`src/rtl/ps2_pkg.sv`:
```
// ps2_pkg: shared PS/2 types, command bytes and parity helper. Rev 1.0
`default_nettype none

package ps2_pkg;

  typedef enum logic [2:0] {
    IDLE      = 3'd0,
    INHIBIT   = 3'd1,
    REQ       = 3'd2,
    STOP      = 3'd3,
    ACK       = 3'd4,
    WAIT_IDLE = 3'd5,
    ERR       = 3'd6
  } ps2_state_e;

  localparam logic [7:0] PS2_CMD_SET_LED = 8'hED;
  localparam logic [7:0] PS2_CMD_ENABLE  = 8'hF4;
  localparam logic [7:0] PS2_CMD_RESET   = 8'hFF;

  localparam int unsigned PS2_CNT_W = 20;

  // PS/2 frames carry odd parity: the bit makes the total count of ones odd.
  function automatic logic odd_parity(input logic [7:0] d);
    return ~^d;
  endfunction

endpackage

`default_nettype wire

```
`src/rtl/ps2_line_sync.sv`:
```
// ps2_line_sync: 2-FF synchronizer, FILTER_LEN-sample glitch filter and fall pulse. Rev 1.0
`default_nettype none

module ps2_line_sync #(
  parameter int unsigned FILTER_LEN = 4
) (
  input  logic clk,
  input  logic rst,
  input  logic line_i,
  output logic filt_o,
  output logic fall_o
);

  logic [1:0]            sync_q;
  logic [FILTER_LEN-1:0] hist_q;
  logic                  filt_q;
  logic                  filt_d;
  logic                  fall_q;

  // The filtered level only moves once the whole history window agrees.
  always_comb begin
    filt_d = filt_q;
    if (&hist_q)       filt_d = 1'b1;
    else if (~|hist_q) filt_d = 1'b0;
  end

  always_ff @(posedge clk or negedge rst) begin
    if (!rst) begin
      sync_q <= 2'b11;
      hist_q <= '1;
      filt_q <= 1'b1;
      fall_q <= 1'b0;
    end else begin
      sync_q <= {sync_q[0], line_i};
      hist_q <= {hist_q[FILTER_LEN-2:0], sync_q[1]};
      filt_q <= filt_d;
      fall_q <= filt_q & ~filt_d;
    end
  end

  assign filt_o = filt_q;
  assign fall_o = fall_q;

endmodule

`default_nettype wire

```
`src/rtl/ps2_host_tx.sv`:
```
// ps2_host_tx: host-to-device PS/2 command transmitter, open-drain via oe pins. Rev 1.0
// Build option: PS2_HOST_TX_RETRY_EN adds up to 2 automatic retries on NACK/timeout.
`default_nettype none

module ps2_host_tx
  import ps2_pkg::*;
#(
  parameter int unsigned INHIBIT_CYCLES = 5000,
  parameter int unsigned TIMEOUT_CYCLES = 750000,
  parameter int unsigned FILTER_LEN     = 4
) (
  input  logic       clk,
  input  logic       rst,
  input  logic [7:0] tx_data,
  input  logic       tx_valid,
  output logic       tx_ready,
  output logic       tx_done,
  output logic       tx_err,
  output logic       busy,
  output logic       rx_inhibit,
  input  logic       ps2_clk_in,
  input  logic       ps2_data_in,
  output logic       ps2_clk_oe,
  output logic       ps2_data_oe
);

  localparam logic [PS2_CNT_W-1:0] INH_LAST = PS2_CNT_W'(INHIBIT_CYCLES - 1);
  localparam logic [PS2_CNT_W-1:0] TO_LAST  = PS2_CNT_W'(TIMEOUT_CYCLES - 1);

  ps2_state_e           state_q, state_d;
  logic [PS2_CNT_W-1:0] cnt_q, cnt_d, w_cnt_inc;
  logic [8:0]           shift_q, shift_d;
  logic [3:0]           bitcnt_q, bitcnt_d;
  logic                 data_oe_q, data_oe_d;
  logic                 data_meta_q, data_sync_q;
  logic                 clk_filt, clk_fall;
  logic                 w_inh_last, w_timeout;
`ifdef PS2_HOST_TX_RETRY_EN
  logic [7:0]           byte_q, byte_d;
  logic [1:0]           retry_q, retry_d;
`endif

  ps2_line_sync #(.FILTER_LEN(FILTER_LEN)) u_clk_sync (
    .clk    (clk),
    .rst    (rst),
    .line_i (ps2_clk_in),
    .filt_o (clk_filt),
    .fall_o (clk_fall)
  );

  assign w_cnt_inc  = (&cnt_q) ? cnt_q : cnt_q + 1'b1;
  assign w_inh_last = (state_q == INHIBIT) && (cnt_q == INH_LAST);
  assign w_timeout  = ((state_q == REQ) || (state_q == STOP) ||
                       (state_q == ACK) || (state_q == WAIT_IDLE)) && (cnt_q >= TO_LAST);

  always_comb begin
    state_d   = state_q;
    cnt_d     = cnt_q;
    shift_d   = shift_q;
    bitcnt_d  = bitcnt_q;
    data_oe_d = data_oe_q;
    tx_done   = 1'b0;
    tx_err    = 1'b0;
`ifdef PS2_HOST_TX_RETRY_EN
    byte_d    = byte_q;
    retry_d   = retry_q;
`endif
    case (state_q)
      IDLE: begin
        if (tx_valid) begin
          state_d  = INHIBIT;
          cnt_d    = '0;
          shift_d  = {odd_parity(tx_data), tx_data};
          bitcnt_d = '0;
`ifdef PS2_HOST_TX_RETRY_EN
          byte_d   = tx_data;
          retry_d  = '0;
`endif
        end
      end
      INHIBIT: begin
        cnt_d = w_cnt_inc;
        if (cnt_q == INH_LAST) begin
          data_oe_d = 1'b1;
          state_d   = REQ;
          cnt_d     = '0;
        end
      end
      REQ: begin
        cnt_d = w_cnt_inc;
        if (clk_fall) begin
          data_oe_d = ~shift_q[0];
          shift_d   = {1'b0, shift_q[8:1]};
          bitcnt_d  = bitcnt_q + 4'd1;
          if (bitcnt_q == 4'd8) state_d = STOP;
        end
      end
      STOP: begin
        cnt_d = w_cnt_inc;
        if (clk_fall) begin
          data_oe_d = 1'b0;
          state_d   = ACK;
        end
      end
      ACK: begin
        cnt_d = w_cnt_inc;
        if (clk_fall) state_d = data_sync_q ? ERR : WAIT_IDLE;
      end
      WAIT_IDLE: begin
        cnt_d = w_cnt_inc;
        if (clk_filt && data_sync_q) begin
          tx_done = 1'b1;
          state_d = IDLE;
        end
      end
      ERR: begin
        data_oe_d = 1'b0;
`ifdef PS2_HOST_TX_RETRY_EN
        if (retry_q != 2'd2) begin
          retry_d  = retry_q + 2'd1;
          state_d  = INHIBIT;
          cnt_d    = '0;
          shift_d  = {odd_parity(byte_q), byte_q};
          bitcnt_d = '0;
        end else begin
          tx_err  = 1'b1;
          state_d = IDLE;
        end
`else
        tx_err  = 1'b1;
        state_d = IDLE;
`endif
      end
      default: state_d = IDLE;
    endcase
    // The timeout wins over any bus event seen in the same cycle.
    if (w_timeout) begin
      state_d   = ERR;
      data_oe_d = 1'b0;
      tx_done   = 1'b0;
    end
  end

  always_ff @(posedge clk or negedge rst) begin
    if (!rst) begin
      state_q     <= IDLE;
      cnt_q       <= '0;
      shift_q     <= '0;
      bitcnt_q    <= '0;
      data_oe_q   <= 1'b0;
      data_meta_q <= 1'b1;
      data_sync_q <= 1'b1;
`ifdef PS2_HOST_TX_RETRY_EN
      byte_q      <= '0;
      retry_q     <= '0;
`endif
    end else begin
      state_q     <= state_d;
      cnt_q       <= cnt_d;
      shift_q     <= shift_d;
      bitcnt_q    <= bitcnt_d;
      data_oe_q   <= data_oe_d;
      data_meta_q <= ps2_data_in;
      data_sync_q <= data_meta_q;
`ifdef PS2_HOST_TX_RETRY_EN
      byte_q      <= byte_d;
      retry_q     <= retry_d;
`endif
    end
  end

  assign tx_ready    = (state_q == IDLE);
  assign busy        = ~tx_ready;
  assign rx_inhibit  = busy;
  assign ps2_clk_oe  = (state_q == INHIBIT);
  assign ps2_data_oe = data_oe_q | w_inh_last;

endmodule

`default_nettype wire

```
`config.mk`:
```
export PLATFORM = sky130hd
export DESIGN_NAME = ps2_host_tx
export DESIGN_NICKNAME = d
export VERILOG_FILES = /design/src/rtl/ps2_pkg.sv /design/src/rtl/ps2_line_sync.sv /design/src/rtl/ps2_host_tx.sv
export SDC_FILE = /design/constraint.sdc
export NUM_CORES = 1
export LEC_CHECK = 0
export CAP_MARGIN = 20
export CELL_PAD_IN_SITES_DETAIL_PLACEMENT = 1
export CELL_PAD_IN_SITES_GLOBAL_PLACEMENT = 1
export CORE_ASPECT_RATIO = 2
export CORE_UTILIZATION = 47
export CTS_BUF_LIST = sky130_fd_sc_hd__clkbuf_4
export CTS_CLUSTER_DIAMETER = 60
export DETAILED_ROUTE_END_ITERATION = 6
export PLACE_DENSITY_LB_ADDON = 0.1
export SYNTH_ARGS = -nofsm -noshare
export SYNTH_HDL_FRONTEND = slang
export SYNTH_SLANG_ARGS = --single-unit
```
`constraint.sdc`:
```
create_clock -name clk -period 3.2 [get_ports clk]
set_input_delay 0.32 -clock clk [delete_from_list [all_inputs] [get_ports clk]]
set_output_delay 0.32 -clock clk [all_outputs]
set_load 0.01 [all_outputs]
```
==> impl_metrics.toml <==
[run_status]
status = "complete, no violations"

[synth]
synth-compound-area-share = 0.163
synth_cells = 280
synthArstFlopShare = 1.00
yosys.area_share.simple = 0.252
syn_avg_cell_area_um2 = 9.21
ys_warn_count = 0
yosysTopAreaCell = "dfrtp_1"
synth_commonest_cells = "38 x dfrtp_1, 38 x nor2_1, 18 x nand2_1"
synthAdderAreaFrac = 0.0145
synth_edf_count = 0
syn_area_um2 = 2580
syn-num-nets = 296
synth_top_family_by_area = "simple AND/OR/NAND/NOR gates"
synthFlopType = "dfrtp_1"
yosys_register_bits = 47
synth-xor-area-share = 0.0611
synth_top_area_share = 0.369
yosysSeqAreaShare = 0.460
netlist-cell-type-count = 53
yosys-top-cells-area = "dfrtp_1 37%, dfstp_2 9.2%, nor2_1 5.5%"
synth.area.mux_share = 0.00776

[power]
p_total_uw = 941
p_per_area_nw_per_um2 = 326
p_leak_nw = 1.20
peakVddDrop_mv = 0.281

[layout]
fillers = 618
area_delta_synth_final_pct = 12.0
instances_no_fill = 358
diodes = 0
layout-drive-gt1-share = 0.0967
layout.area.seq_um2 = 1190
fin_nets = 315
multi_input_area_um2 = 1290

[routing]
route.detailed.drc = 0
routedWlPerCell_um = 17.7
finalWirelength_mm = 6.33
first_iter_violations = 37
dr.pass1.iters = 4
vias = 2187
routed_via_density = 6.11
antenna_left = 0

[job]
cap_violations = 0

[place]
dpl.hpwl_mm = 4.72
portBuffers = 19
dp_cells = 348
gp_congestion = 0.829

[global_route]
grt.busiest_layer = "met2"
grt_pass1_vias = 2261
antenna_found_initial = 0
met3_usage = 0.0426
grt_pass1_wl_mm = 10.4
grt_overflow = 0
grtUsageMet1 = 0.244
grtUsageTotal = 0.249
grt_start_max_net_pins = 48
met2_usage = 0.463

[setup_path]
cp.required_ps = 2880
worstPathMaxFanout = 7
end_kind = "output port"
cp.arrival_ps = 2740
critPathKind = "reg -> out"
path_cells = "or4_1 -> or4_4 -> nor2_1 -> a21o_1 -> clkdlybuf4s50_1"
startpoint_type = "register"
reg2reg_slack_ps = 630
slowest_delay_ps = 530
cp_slowest_cell = "or4_1"

[floorplan]
initial_core_util = 0.493
die_h_um = 107
row_count = 37
die_area_um2 = 5810
boundaryPins = 20
fp.coreArea_um2 = 5230
fp.dieW_um = 54.4

[timing]
fin_worst_skew_ps = 14.4
fin_crit_sh = 0.955
min_period_ps = 3060
hold_viol_final = 0
rsz0062_at_grt = "false"
slew_headroom = 0.589
worstMarginPinSlew_ps = 614
setup_viol = 0
clock.fmax_ghz = 0.327
setup_tns_ps = 0
slew_viol_final = 0

[clock_network]
cts_sinks = 47
postCtsSetupBuffers = 0
clkLatencyLatePin_ps = 380
cts_buffers = 5
cts_buffer_depth = 2
h-tree-depth = 2
cts_resized = 0
clk_transition_reported_paths_ps = 140
cts_tree = "yes"
cts.root.buffer_cell = "clkbuf_4"

[hold_path]
holdCritPathClass = "in -> async"
final cells by class:
class                           instances  share of cell area
Multi-Input combinational cell        209               0.445
Sequential cell                        47               0.411
Timing Repair Buffer                   26              0.0874
Tap cell                               58              0.0251
Clock buffer                            5              0.0130
Inverter                               10              0.0130
Clock inverter                          3             0.00519
worst paths after layout:
kind,start,to,cells past startpoint
max,cnt_q[19],ps2_data_oe,5
min,rst,bitcnt_q[3],2
max reg2reg,cnt_q[19],cnt_q[15],5
min reg2reg,data_meta_q,data_sync_q,0
max in group asynchronous,rst,u_clk_sync.sync_q[1],3
min in group clk,ps2_clk_in,u_clk_sync.sync_q[0],1
where the power goes:
group | switching (mW) | internal, mW | total, mW
clock | 0.192 | 0.0807 | 0.273
combinational | 0.0257 | 0.0287 | 0.0543
sequential | 0.00647 | 0.608 | 0.614
cells by family (layout without fill, tap and decap cells):
| group | after synthesis | count (layout) |
|---|---|---|
| simple gates | 122 | 122 |
| xor+xnor | 18 | 18 |
| flops | 47 | 47 |
| compound gates | 64 | 64 |
| mux | 2 | 2 |
| fa+ha+maj | 3 | 3 |
| buf+inv | 24 | 44 |
layout by cell type (no fill, tap or decap), types with 2 or more instances in the layout:
master | synthesis | final
nor2_1 | 38 | 38
dfrtp_1 | 38 | 38
nand2_1 | 18 | 18
clkdlybuf4s50_1 | 0 | 18
a21oi_1 | 16 | 16
xnor2_1 | 11 | 11
o22ai_1 | 11 | 11
inv_1 | 10 | 10
o21ai_0 | 10 | 10
or3_1 | 9 | 9
nand4_1 | 9 | 9
dfstp_2 | 9 | 9
nand3_1 | 8 | 8
xor2_1 | 7 | 7
nor3_1 | 6 | 6
a31oi_1 | 5 | 5
or4_1 | 5 | 5
and3_1 | 5 | 5
clkbuf_4 | 0 | 5
buf_4 | 2 | 5
nor4_1 | 4 | 4
o211ai_1 | 4 | 4
nand2b_1 | 3 | 3
o31ai_1 | 3 | 3
ha_1 | 3 | 3
or4b_2 | 2 | 2
a21o_1 | 2 | 2
and2_1 | 2 | 2
mux2i_1 | 2 | 2
nor2b_1 | 2 | 2
o21bai_1 | 2 | 2
clkinv_1 | 0 | 2
through the flow:
stage | setup WS, ps | utilization | hold WS, ps | instance area (um^2)
after floorplan | 807 | - | 24.4 | 2580
after global placement | 541 | 0.537 | 346 | 2810
after detailed placement | 541 | 0.537 | 347 | 2810
after CTS | 111 | 0.547 | 144 | 2860
after global routing | 16.9 | 0.552 | 295 | 2890
final | 145 | 0.552 | 285 | 2890
what timing repair did:
action / CTS / global route
endpoints found under the hold margin: 0 / 5
hold buffers: 0 / 1
setup endpoints to repair: 0 / 0
worst max-delay path: cells and delay by family, from the launching register on:
family,cells,cell delay (ps)
AND/OR/NAND/NOR,3,1220
AO/OA/AOI/OAI,1,140
flip-flops,1,470
buffers and inverters,1,520
registers in the layout, indices dropped and copies added (netlist names):
register and cells:
cnt_q 20, shift_q 9, bitcnt_q 4, u_clk_sync.hist_q 4, state_q 3, u_clk_sync.sync_q 2
data_meta_q 1, data_oe_q 1, data_sync_q 1, u_clk_sync.fall_o 1, u_clk_sync.filt_o 1
metal layers:
metal	vias up	wire length, um
met4	0	167
met2	34	3640
met1	1088	2380
li1	1052	-
met3	13	138
met5	-	0
(Power assumes the default switching activity.)
